File: config.mk
export PLATFORM = sky130hd
export DESIGN_NAME = memory_arbiter_2port
export DESIGN_NICKNAME = d
export VERILOG_FILES = /design/src/rtl/memory_arbiter_2port.sv
export SDC_FILE = /design/constraint.sdc
export NUM_CORES = 1
export LEC_CHECK = 0
export CORE_AREA = 2 2 72 74
export DETAILED_ROUTE_END_ITERATION = 7
export DIE_AREA = 0 0 74 76
export GPL_ROUTABILITY_DRIVEN = 0
export GPL_TIMING_DRIVEN = 0
export PLACE_DENSITY = 0.78
export SLEW_MARGIN = 20
export SYNTH_ARGS = -nofsm -noshare
export SYNTH_HDL_FRONTEND = slang
export SYNTH_SLANG_ARGS = --single-unit
File: constraint.sdc
create_clock -name clock -period 1.92 [get_ports clock]
set_input_delay 0.384 -clock clock [delete_from_list [all_inputs] [get_ports clock]]
set_output_delay 0.384 -clock clock [all_outputs]
set_load 0.02 [all_outputs]
File: src/rtl/memory_arbiter_2port.sv
// Round-robin arbiter/sequencer sharing one synchronous single-port memory
// between requesters A and B; one access in flight at a time.
module memory_arbiter_2port #(
   parameter int DATA_WIDTH = 8,
   parameter int ADDR_WIDTH = 5
) (
   input  logic                  clock,
   input  logic                  reset,
   input  logic                  req_a,
   input  logic                  we_a,
   input  logic [ADDR_WIDTH-1:0] addr_a,
   input  logic [DATA_WIDTH-1:0] wdata_a,
   output logic                  ack_a,
   output logic [DATA_WIDTH-1:0] rdata_a,
   input  logic                  req_b,
   input  logic                  we_b,
   input  logic [ADDR_WIDTH-1:0] addr_b,
   input  logic [DATA_WIDTH-1:0] wdata_b,
   output logic                  ack_b,
   output logic [DATA_WIDTH-1:0] rdata_b,
   output logic [DATA_WIDTH-1:0] mem_data,
   output logic [ADDR_WIDTH-1:0] mem_address,
   output logic                  mem_rE,
   output logic                  mem_wE,
   input  logic [DATA_WIDTH-1:0] mem_dataOut,
   output logic                  busy,
   output logic                  grant_b,
   output logic [7:0]            xfer_count
);

   typedef enum logic [1:0] {IDLE, ACCESS, CAPTURE, ACK} state_t;

   state_t                state_q;
   logic                  last_b_q;
   logic                  grant_q;
   logic                  we_q;
   logic [ADDR_WIDTH-1:0] addr_q;
   logic [DATA_WIDTH-1:0] wdata_q;
   logic                  mem_re_q, mem_we_q;
   logic                  ack_a_q, ack_b_q;
   logic [DATA_WIDTH-1:0] rdata_a_q, rdata_b_q;
   logic [7:0]            xfer_q;

   logic                  pick_b_d;
   logic                  we_d;
   logic [ADDR_WIDTH-1:0] addr_d;
   logic [DATA_WIDTH-1:0] wdata_d;

   // B wins when it is alone, or when both ask and A was served last.
   always_comb begin
      pick_b_d = req_b & (~req_a | ~last_b_q);
      we_d     = pick_b_d ? we_b    : we_a;
      addr_d   = pick_b_d ? addr_b  : addr_a;
      wdata_d  = pick_b_d ? wdata_b : wdata_a;
   end

   always_ff @(posedge clock or posedge reset) begin
      if (reset) begin
         state_q   <= IDLE;
         last_b_q  <= 1'b1;
         grant_q   <= 1'b0;
         we_q      <= 1'b0;
         addr_q    <= '0;
         wdata_q   <= '0;
         mem_re_q  <= 1'b0;
         mem_we_q  <= 1'b0;
         ack_a_q   <= 1'b0;
         ack_b_q   <= 1'b0;
         rdata_a_q <= '0;
         rdata_b_q <= '0;
         xfer_q    <= '0;
      end else begin
         case (state_q)
            IDLE: begin
               if (req_a || req_b) begin
                  grant_q  <= pick_b_d;
                  we_q     <= we_d;
                  addr_q   <= addr_d;
                  wdata_q  <= wdata_d;
                  mem_we_q <= we_d;
                  mem_re_q <= ~we_d;
                  state_q  <= ACCESS;
               end
            end
            ACCESS: begin
               mem_we_q <= 1'b0;
               mem_re_q <= 1'b0;
               if (we_q) begin
                  ack_a_q <= ~grant_q;
                  ack_b_q <= grant_q;
                  state_q <= ACK;
               end else begin
                  state_q <= CAPTURE;
               end
            end
            CAPTURE: begin
               // Memory output is registered: data from the ACCESS edge is valid now.
               if (grant_q) rdata_b_q <= mem_dataOut;
               else         rdata_a_q <= mem_dataOut;
               ack_a_q <= ~grant_q;
               ack_b_q <= grant_q;
               state_q <= ACK;
            end
            ACK: begin
               ack_a_q  <= 1'b0;
               ack_b_q  <= 1'b0;
               last_b_q <= grant_q;
               xfer_q   <= xfer_q + 8'd1;
               state_q  <= IDLE;
            end
            default: state_q <= IDLE;
         endcase
      end
   end

   assign ack_a       = ack_a_q;
   assign ack_b       = ack_b_q;
   assign rdata_a     = rdata_a_q;
   assign rdata_b     = rdata_b_q;
   assign mem_data    = wdata_q;
   assign mem_address = addr_q;
   assign mem_rE      = mem_re_q;
   assign mem_wE      = mem_we_q;
   assign busy        = (state_q != IDLE);
   assign grant_b     = grant_q;
   assign xfer_count  = xfer_q;

endmodule

[Word level (Yosys, flattened, before mapping)]
Index checks and enable logic that the tools add are counted.
Operators by class
  reduce and logical (&&, ||, !) cells: 10
  mux-type cells: 14
  equal/unequal tests: 5
  bitwise logic cells: 6
  add/sub/neg operators: 1
Operators by type and width (count)
  2-bit AND reduction: 5
  8-bit by 1-bit adder with 8-bit output (second input constant): 1
  8-bit two-way mux: 1
  2-bit one-hot mux with 4 select lines: 1
  1-bit two-way mux: 6
  1-bit one-hot mux with 3 select lines: 2
  5-bit two-way mux: 1
  2-bit equality test (second input constant): 2
  2-bit != test (second input constant): 2
  1-bit inverter: 4
  1-bit one-hot mux with 2 select lines: 2
  2-bit nonzero test: 2
  3-bit nonzero test: 1
  2-bit by 1-bit equality test with 1-bit output (second input constant): 1
  2-bit zero test: 1
  2-bit two-way mux: 1
  1-bit AND: 1
  1-bit logical OR: 1
  1-bit OR: 1
Storage, ports and cells
  output and inout bits: 43
  input port bits: 40
  bits in registers: 46

[Depth between registers and ports, before layout]
Gate-level depths: netlist of the first run.
  word-level depth: 7
  depth in mapped cells: 6

[Least setup slack after synthesis of the first run]
No wires, ideal clock.
  path type: register -> register
  from: register state_q[0]
  to: register state_q[0]
  buffers on the path: 0
  data required time: 1785 ps
  stages on the path, launching flop included: 6
  clock period less this slack: 1445 ps
  slack: 475 ps
  arrival time: 1310 ps
  path through: dfrtp_1 > inv_1 > ha_1 > or3b_1 > o21ai_0 > a22oi_1
Between the ends
  cells in the longest elaborated chain, start to end: 2
  elaborated cells between the ends (all ways): 6
  those cells by class: eq/ne: 4; mux: 1; reduce/logical: 1
Ends and longest elaborated chain
  start: declaration: RTL line 33  | state_t state_q;
  start signal: assignment: RTL line 59  | state_q <= IDLE;
  start signal: assignment: RTL line 82  | state_q <= ACCESS;
  start signal: assignment: RTL line 91  | state_q <= ACK;
  2-bit equality test (tied with other cells): RTL line 73  | case (state_q)
  2-bit one-hot mux with 4 select lines / 2-bit != test (equally long branches)
Several ways; a longest one is shown, not always the timed one.
A chain may end at the register's enable or synchronous reset.

[Worst setup path in the final report of the first run]
  from: register state_q[0]
  to: output busy
Between the ends
  cells in the longest elaborated chain, start to end: 1
Ends and longest elaborated chain
  2-bit nonzero test: RTL line 124  | assign busy = (state_q != IDLE);
  end: declaration: RTL line 26  | output logic busy,
No other way between the ends.

==> run metrics, run 1 <==
Setup crit end kind=output pin; combinational power share=51.8%; Num CTS Buffers=5; Die H=76 um; worst ir drop on vdd=646 uV; initial antenna violation count=0; placed insts=314; Clock Skew=4.48 ps; Highest Clock Rate=560 MHz; Remaining Overflow, GRT=0; Worst Tran Pin Value=392 ps; fraction of layout cells with a size suffix above 1=16.3%; Power Internal=3180 uW; CP required=1540 ps; warnings from Yosys=0; worst setup path endpoint=busy; Via density=4.67; core area=0.00491 mm2; Async SR Flop Fraction=100%; Wirelength per Cell=12.9 um; TritonCTS clock tree=done; # diodes=0; register area=0.00115 mm2; syn_nets=208; Max FO, Critical Path=6; Ports=83; post-synthesis to final-layout area growth=51.9%; Non-Filler Instances=322; Clock H-tree levels=2; CP arrival=1400 ps; final wirelength=4150 um; Sw Pwr=1910 uW; Reg clk slew, reported paths=80 ps; total iterations of the first detailed-routing run=4; hold buffer count at cts=0; Setup WS pre-CTS=19.0 ps; Switching Fraction=37.5%; Setup CP Type=reg -> out; max-slew violation count=0; fill count=408; Starting Density=41.1%; Leakage=0.00133 uW; Final HPWL DP=3090 um; Reg2Reg Depth=4; post-route setup slack=135 ps; period utilisation layout=93.0%; vias in the first global route=1449; Gate Count Post-Synth=161; max-cap check violation count=0; CTS Sinks=46; sequential-to-total area share from yosys stat=57.1%; Distinct cells, synth=27; Clock power frac=13.6%; share of the synthesized area in the top cell type=55.8%; largest net degree at the start of global routing=31; final net count=298; first-pass GRT wire length=6780 um; antenna-violating nets left=0; CTS root buffer=clkbuf_8; hold slack=390 ps; CP startpoint=state_q[0]; Post-synth EDFFs=0; final-report setup violation count=0; total power=5090 uW; clk_lat worst skew=290 ps; Die X=74 um; Via Count=1505; area leader, netlist=dfrtp_1; top_reg_cell synth=dfrtp_1; synth top area cells=dfrtp_1, mux2_2, mux2i_1, ha_1, o21ai_1; number of synthesized register bits=46; Final Hold Fails=0; flop-to-flop setup slack=380 ps; sequential fraction of design power=34.5%; r2r startpoint=state_q[0]; status=complete, no violations; Port Buffer Count=82; startpoint types=flip-flop; Multi-input gate area=825 um2; initial DRC count=33; class of the worst hold path=in -> async; reg2reg end=rdata_b[7]; Tot GR Track Use=15.4%; detailed-route DRC error count=0; num rows=26; clk buf depth=2; Rel. slew slack=73.8%; RSZ-0062 raised after global routing=false; synthesized area=0.00202 mm2; syn_area_per_cell=12.5 um2; die area=0.00562 mm2; fin crit period=1780 ps; P per Cell Area=1660 mW/mm2
[worst min-delay path by stage]
| stage | from | to | depth (start not counted) |
|---|---|---|---|
| after CTS | reset | mem_wE | 2 |
| after global placement | xfer_count[7] | xfer_count[7] | 1 |
| final | reset | mem_data[0] | 2 |
| after global routing | reset | mem_data[4] | 2 |
| after floorplan | we_q | we_q | 2 |
| after detailed placement | xfer_count[7] | xfer_count[7] | 1 |
[cells in the final DEF, fill, tap and decap left out, drive strengths merged, types with 3 or more instances in the layout]
cell,count
xnor2,4
nand4,4
clkdlybuf4s50,81
nor2,3
inv,5
nand2,18
xor2,3
dfrtp,45
o21ai,17
mux2,20
ha,7
clkbuf,5
buf,7
mux2i,14
[kinds of logic (layout without fill, tap and decap cells)]
| logic type | Yosys count | count (layout) | share of synthesized area, % |
|---|---|---|---|
| adder cells (fa/ha/maj) | 7 | 7 | 4.34 |
| AO/OA/AOI/OAI | 25 | 25 | 7.68 |
| flip-flops | 46 | 46 | 57.1 |
| AND/OR/NAND/NOR | 31 | 31 | 7.06 |
| multiplexers | 34 | 34 | 18.1 |
| XOR/XNOR | 7 | 7 | 3.04 |
| buffers and inverters | 11 | 102 | 2.73 |
[area by class of cell]
cell class | count | share of cell area [%]
Clock inverter | 3 | 1.31
Sequential cell | 46 | 37.6
Inverter | 5 | 0.612
Clock buffer | 5 | 2.24
Timing Repair Buffer | 83 | 27.4
Buffer | 6 | 1.18
Multi-Input combinational cell | 104 | 26.9
Tap cell | 70 | 2.85
[power by group through the flow]
stage               Clock (uW)  Combinational, uW  Sequential (uW)
floorplan                    0                973             2250
global placement             0               2600             1750
detailed placement           0               2640             1780
CTS                        715               2650             1760
global route               758               2860             1820
finish                     695               2640             1760
[cell usage after synthesis, types with 2 or more instances]
master / n
xnor2_1: 4
dfrtp_1: 45
ha_1: 7
inv_1: 5
mux2i_1: 14
nand2b_1: 2
buf_2: 5
xor2_1: 3
mux2_2: 20
nand2_1: 18
o21ai_0: 2
nand4_1: 4
o21ai_1: 15
nor2_1: 3
a21oi_1: 2
[worst max-delay path, stage by stage, from the launching register on]
cell	delay [ps]
dfrtp_1	440
inv_2	140
ha_4	180
inv_1	40
dlygate4sd2_1	320
[routing by layer]
metal  global-route usage [%]  part of all wire [%]  up-vias
li1                         -                     -      740
met1                     20.4                    45      696
met2                     22.6                    45       67
met3                     7.01                   9.9        2
met4                     4.36                  0.41        0
met5                        0                     0        -
[state kept, by name (all words and copies together) (netlist names), 2 cells and up]
signal,cells
mem_data,8
rdata_a,8
rdata_b,8
xfer_count,8
mem_address,5
state_q,2
[stage by stage]
stage / util [%] / cell area (um2) / setup TNS, ps
floorplan: - / 2020 / 0
global placement: 59.6 / 2930 / -20540
detailed placement: 60.0 / 2950 / 0
CTS: 62.3 / 3060 / 0
global route: 62.5 / 3070 / 0
finish: 62.5 / 3070 / 0
[repair_timing]
action,4_1_cts,5_1_grt
setup endpoints to repair,1,1
endpoints found under the hold margin,0,0
setup buffers,0,0
gates cloned,0,0
gates resized for setup,2,3
Note: power is estimated with default switching activity, not from simulation.
==> run 2: changes to the inputs <==
Settings changed: REMOVE_ABC_BUFFERS set to 1.
==> run 2 against run 1 <==
Against the previous run:
- maximum frequency hardly changed
- hold slack better by 28 ps
- core utilization is 0.31 points higher
- first-iteration DRC count grew to 2.5 times the previous value
- critical path type unchanged
- clock skew is 0.53 ps lower
- critical endpoint unchanged
- wire length is 2.8% lower
- worst setup slack better by 1.6 ps
- via count is 1.1% lower
- total power is 2.3% lower
- register-to-register slack worse by 20 ps
==> run metrics, run 2 (synthesized netlist as in run 1, its figures left out) <==
status=complete, no violations (unchanged); Final HPWL DP=3020 um (was 3090 um); die area=0.00562 mm2 (unchanged); Final Hold Fails=0 (unchanged); TritonCTS clock tree=done (unchanged); CP required=1540 ps (about the same); RSZ-0062 raised after global routing=false (unchanged); Die X=74 um (unchanged); Reg clk slew, reported paths=80 ps (about the same); most frequent cells in the layout=clkdlybuf4s50_1, dfrtp_1, mux2_2, nand2_1 (was clkdlybuf4s50_1, dfrtp_1, mux2_2, nand2_1, o21ai_1); final-report setup violation count=0 (unchanged); antenna-violating nets left=0 (unchanged); buffers plus inverters on the worst setup path=3 (unchanged); period utilisation layout=92.9% (was 93.0%); detailed-route DRC error count=0 (unchanged); initial DRC count=84 (was 33); clk_lat worst skew=280 ps (was 290 ps); worst path cell trace=inv_2 > ha_4 > inv_1 > dlygate4sd2_1 (unchanged); CTS root buffer=clkbuf_8 (unchanged); core area=0.00491 mm2 (unchanged); fin crit period=1780 ps (about the same); total iterations of the first detailed-routing run=4 (unchanged); CP top delay family=buffers and inverters (unchanged); Worst Tran Pin Value=742 ps (was 392 ps); commonest non-fill, non-tap cell in the layout=clkdlybuf4s50_1 (unchanged); Starting Density=41.1% (unchanged); largest net degree at the start of global routing=34 (was 31); class of the worst hold path=in -> async (unchanged); Die H=76 um (unchanged); final net count=298 (unchanged); vias in the first global route=1540 (was 1449); num rows=26 (unchanged); Wirelength per Cell=12.5 um (was 12.9 um); placed cell areas=0.00292 mm2 (was 0.00295 mm2); hold buffer count at cts=0 (unchanged); Highest Clock Rate=561 MHz (was 560 MHz); Via Count=1488 (was 1505); initial antenna violation count=0 (unchanged); Port Buffer Count=82 (unchanged); post-synthesis to final-layout area growth=52.7% (was 51.9%); CTS Sinks=46 (unchanged); wl on met1=1820 um (was 1850 um); Leakage=0.00134 uW (was 0.00133 uW); Remaining Overflow, GRT=0 (unchanged); Largest stage delay, worst path=430 ps (was 440 ps); Clock H-tree levels=2 (unchanged); met3 wire length=346 um (was 409 um); Design Area, Final=0.00308 mm2 (was 0.00307 mm2); hold slack=418 ps (was 390 ps); P per Cell Area=1610 mW/mm2 (was 1660 mW/mm2); Setup CP Type=reg -> out (unchanged); Clock Skew=3.95 ps (was 4.48 ps); final wirelength=4040 um (was 4150 um); met2 wire len=1830 um (was 1870 um); Tot GR Track Use=15.3% (was 15.4%); DR top layer=met4 (unchanged); Max FO, Critical Path=6 (unchanged); # diodes=0 (unchanged); max-slew violation count=0 (unchanged); Setup crit end kind=output pin (unchanged); startpoint types=flip-flop (unchanged); Num CTS Buffers=5 (unchanged); first-pass GRT wire length=6890 um (was 6780 um); CP arrival=1400 ps (about the same); Rel. slew slack=50.3% (was 73.8%); Via density=4.62 (was 4.67); fraction of layout cells with a size suffix above 1=16.3% (unchanged); Ports=83 (unchanged); Slowest-stage cell, CP=dfrtp_1 (unchanged); max-cap check violation count=0 (unchanged); worst ir drop on vdd=740 uV (was 646 uV); clk buf depth=2 (unchanged)
[run 2: repair_timing]
item | CTS | global route
hold endpoints to repair | 0 | 0
buffers inserted | 0 | 6
pin swaps | 0 | 0
gates resized for setup | 2 | 3
endpoints found under the setup margin | 1 | 4
cloned | 0 | 0
[run 2: area by class of cell]
| class | instances | area (um2) |
|---|---|---|
| Multi-Input combinational cell | 104 | 836 |
| Clock buffer | 7 | 86.3 |
| Sequential cell | 46 | 1150 |
| Clock inverter | 1 | 5.00 |
| Timing Repair Buffer | 89 | 897 |
| Inverter | 5 | 18.8 |
| Tap cell | 70 | 87.6 |
| Fill cell | 409 | 1830 |
[run 2: stage by stage]
stage / instances / util [%] / TNS, ps / setup slack [ps] / total power, uW
floorplan: 155 / - / -76.3 / -76.3 / 3190
global placement: 307 / 58.9 / -37160 / -1050 / 4300
detailed placement: 308 / 59.5 / -2160 / -242 / 4380
CTS: 316 / 61.4 / 0 / 6.67 / 4980
global route: 322 / 62.8 / 0 / 23.6 / 5360
finish: 322 / 62.8 / 0 / 137 / 4980
[run 2: worst reg2reg max path: stages, from the launching register on]
cell and delay (ps):
dfrtp_1 420, inv_2 100, ha_1 220, nand2b_1 320
mux2_2 380
[run 2: power by group]
group | leakage (uW) | total [uW] | internal, uW | switching (uW)
logic | 0.000732 | 2650 | 1370 | 1280
registers | 0.000558 | 1750 | 1450 | 302
clock network | 0.0000482 | 581 | 290 | 291
total | 0.00134 | 4980 | 3110 | 1870
[run 2: worst paths after layout]
check                           slack [ps]  cells past startpoint            end          start
max in group asynchronous             1020                      3  xfer_count[2]          reset
worst min-delay path                   420                      2     rdata_a[4]          reset
min in group clock                     470                      1  xfer_count[7]  xfer_count[7]
worst min register to register         470                      1  xfer_count[7]  xfer_count[7]
worst max-delay path                   140                      4           busy     state_q[0]
worst max register to register         360                      4     rdata_a[6]     state_q[0]
[run 2: metal layers]
metal / up-vias / global-route usage [%]
met5: - / 0
met4: 0 / 4.36
met3: 4 / 5.03
met2: 61 / 24.6
met1: 686 / 19.6
li1: 737 / -
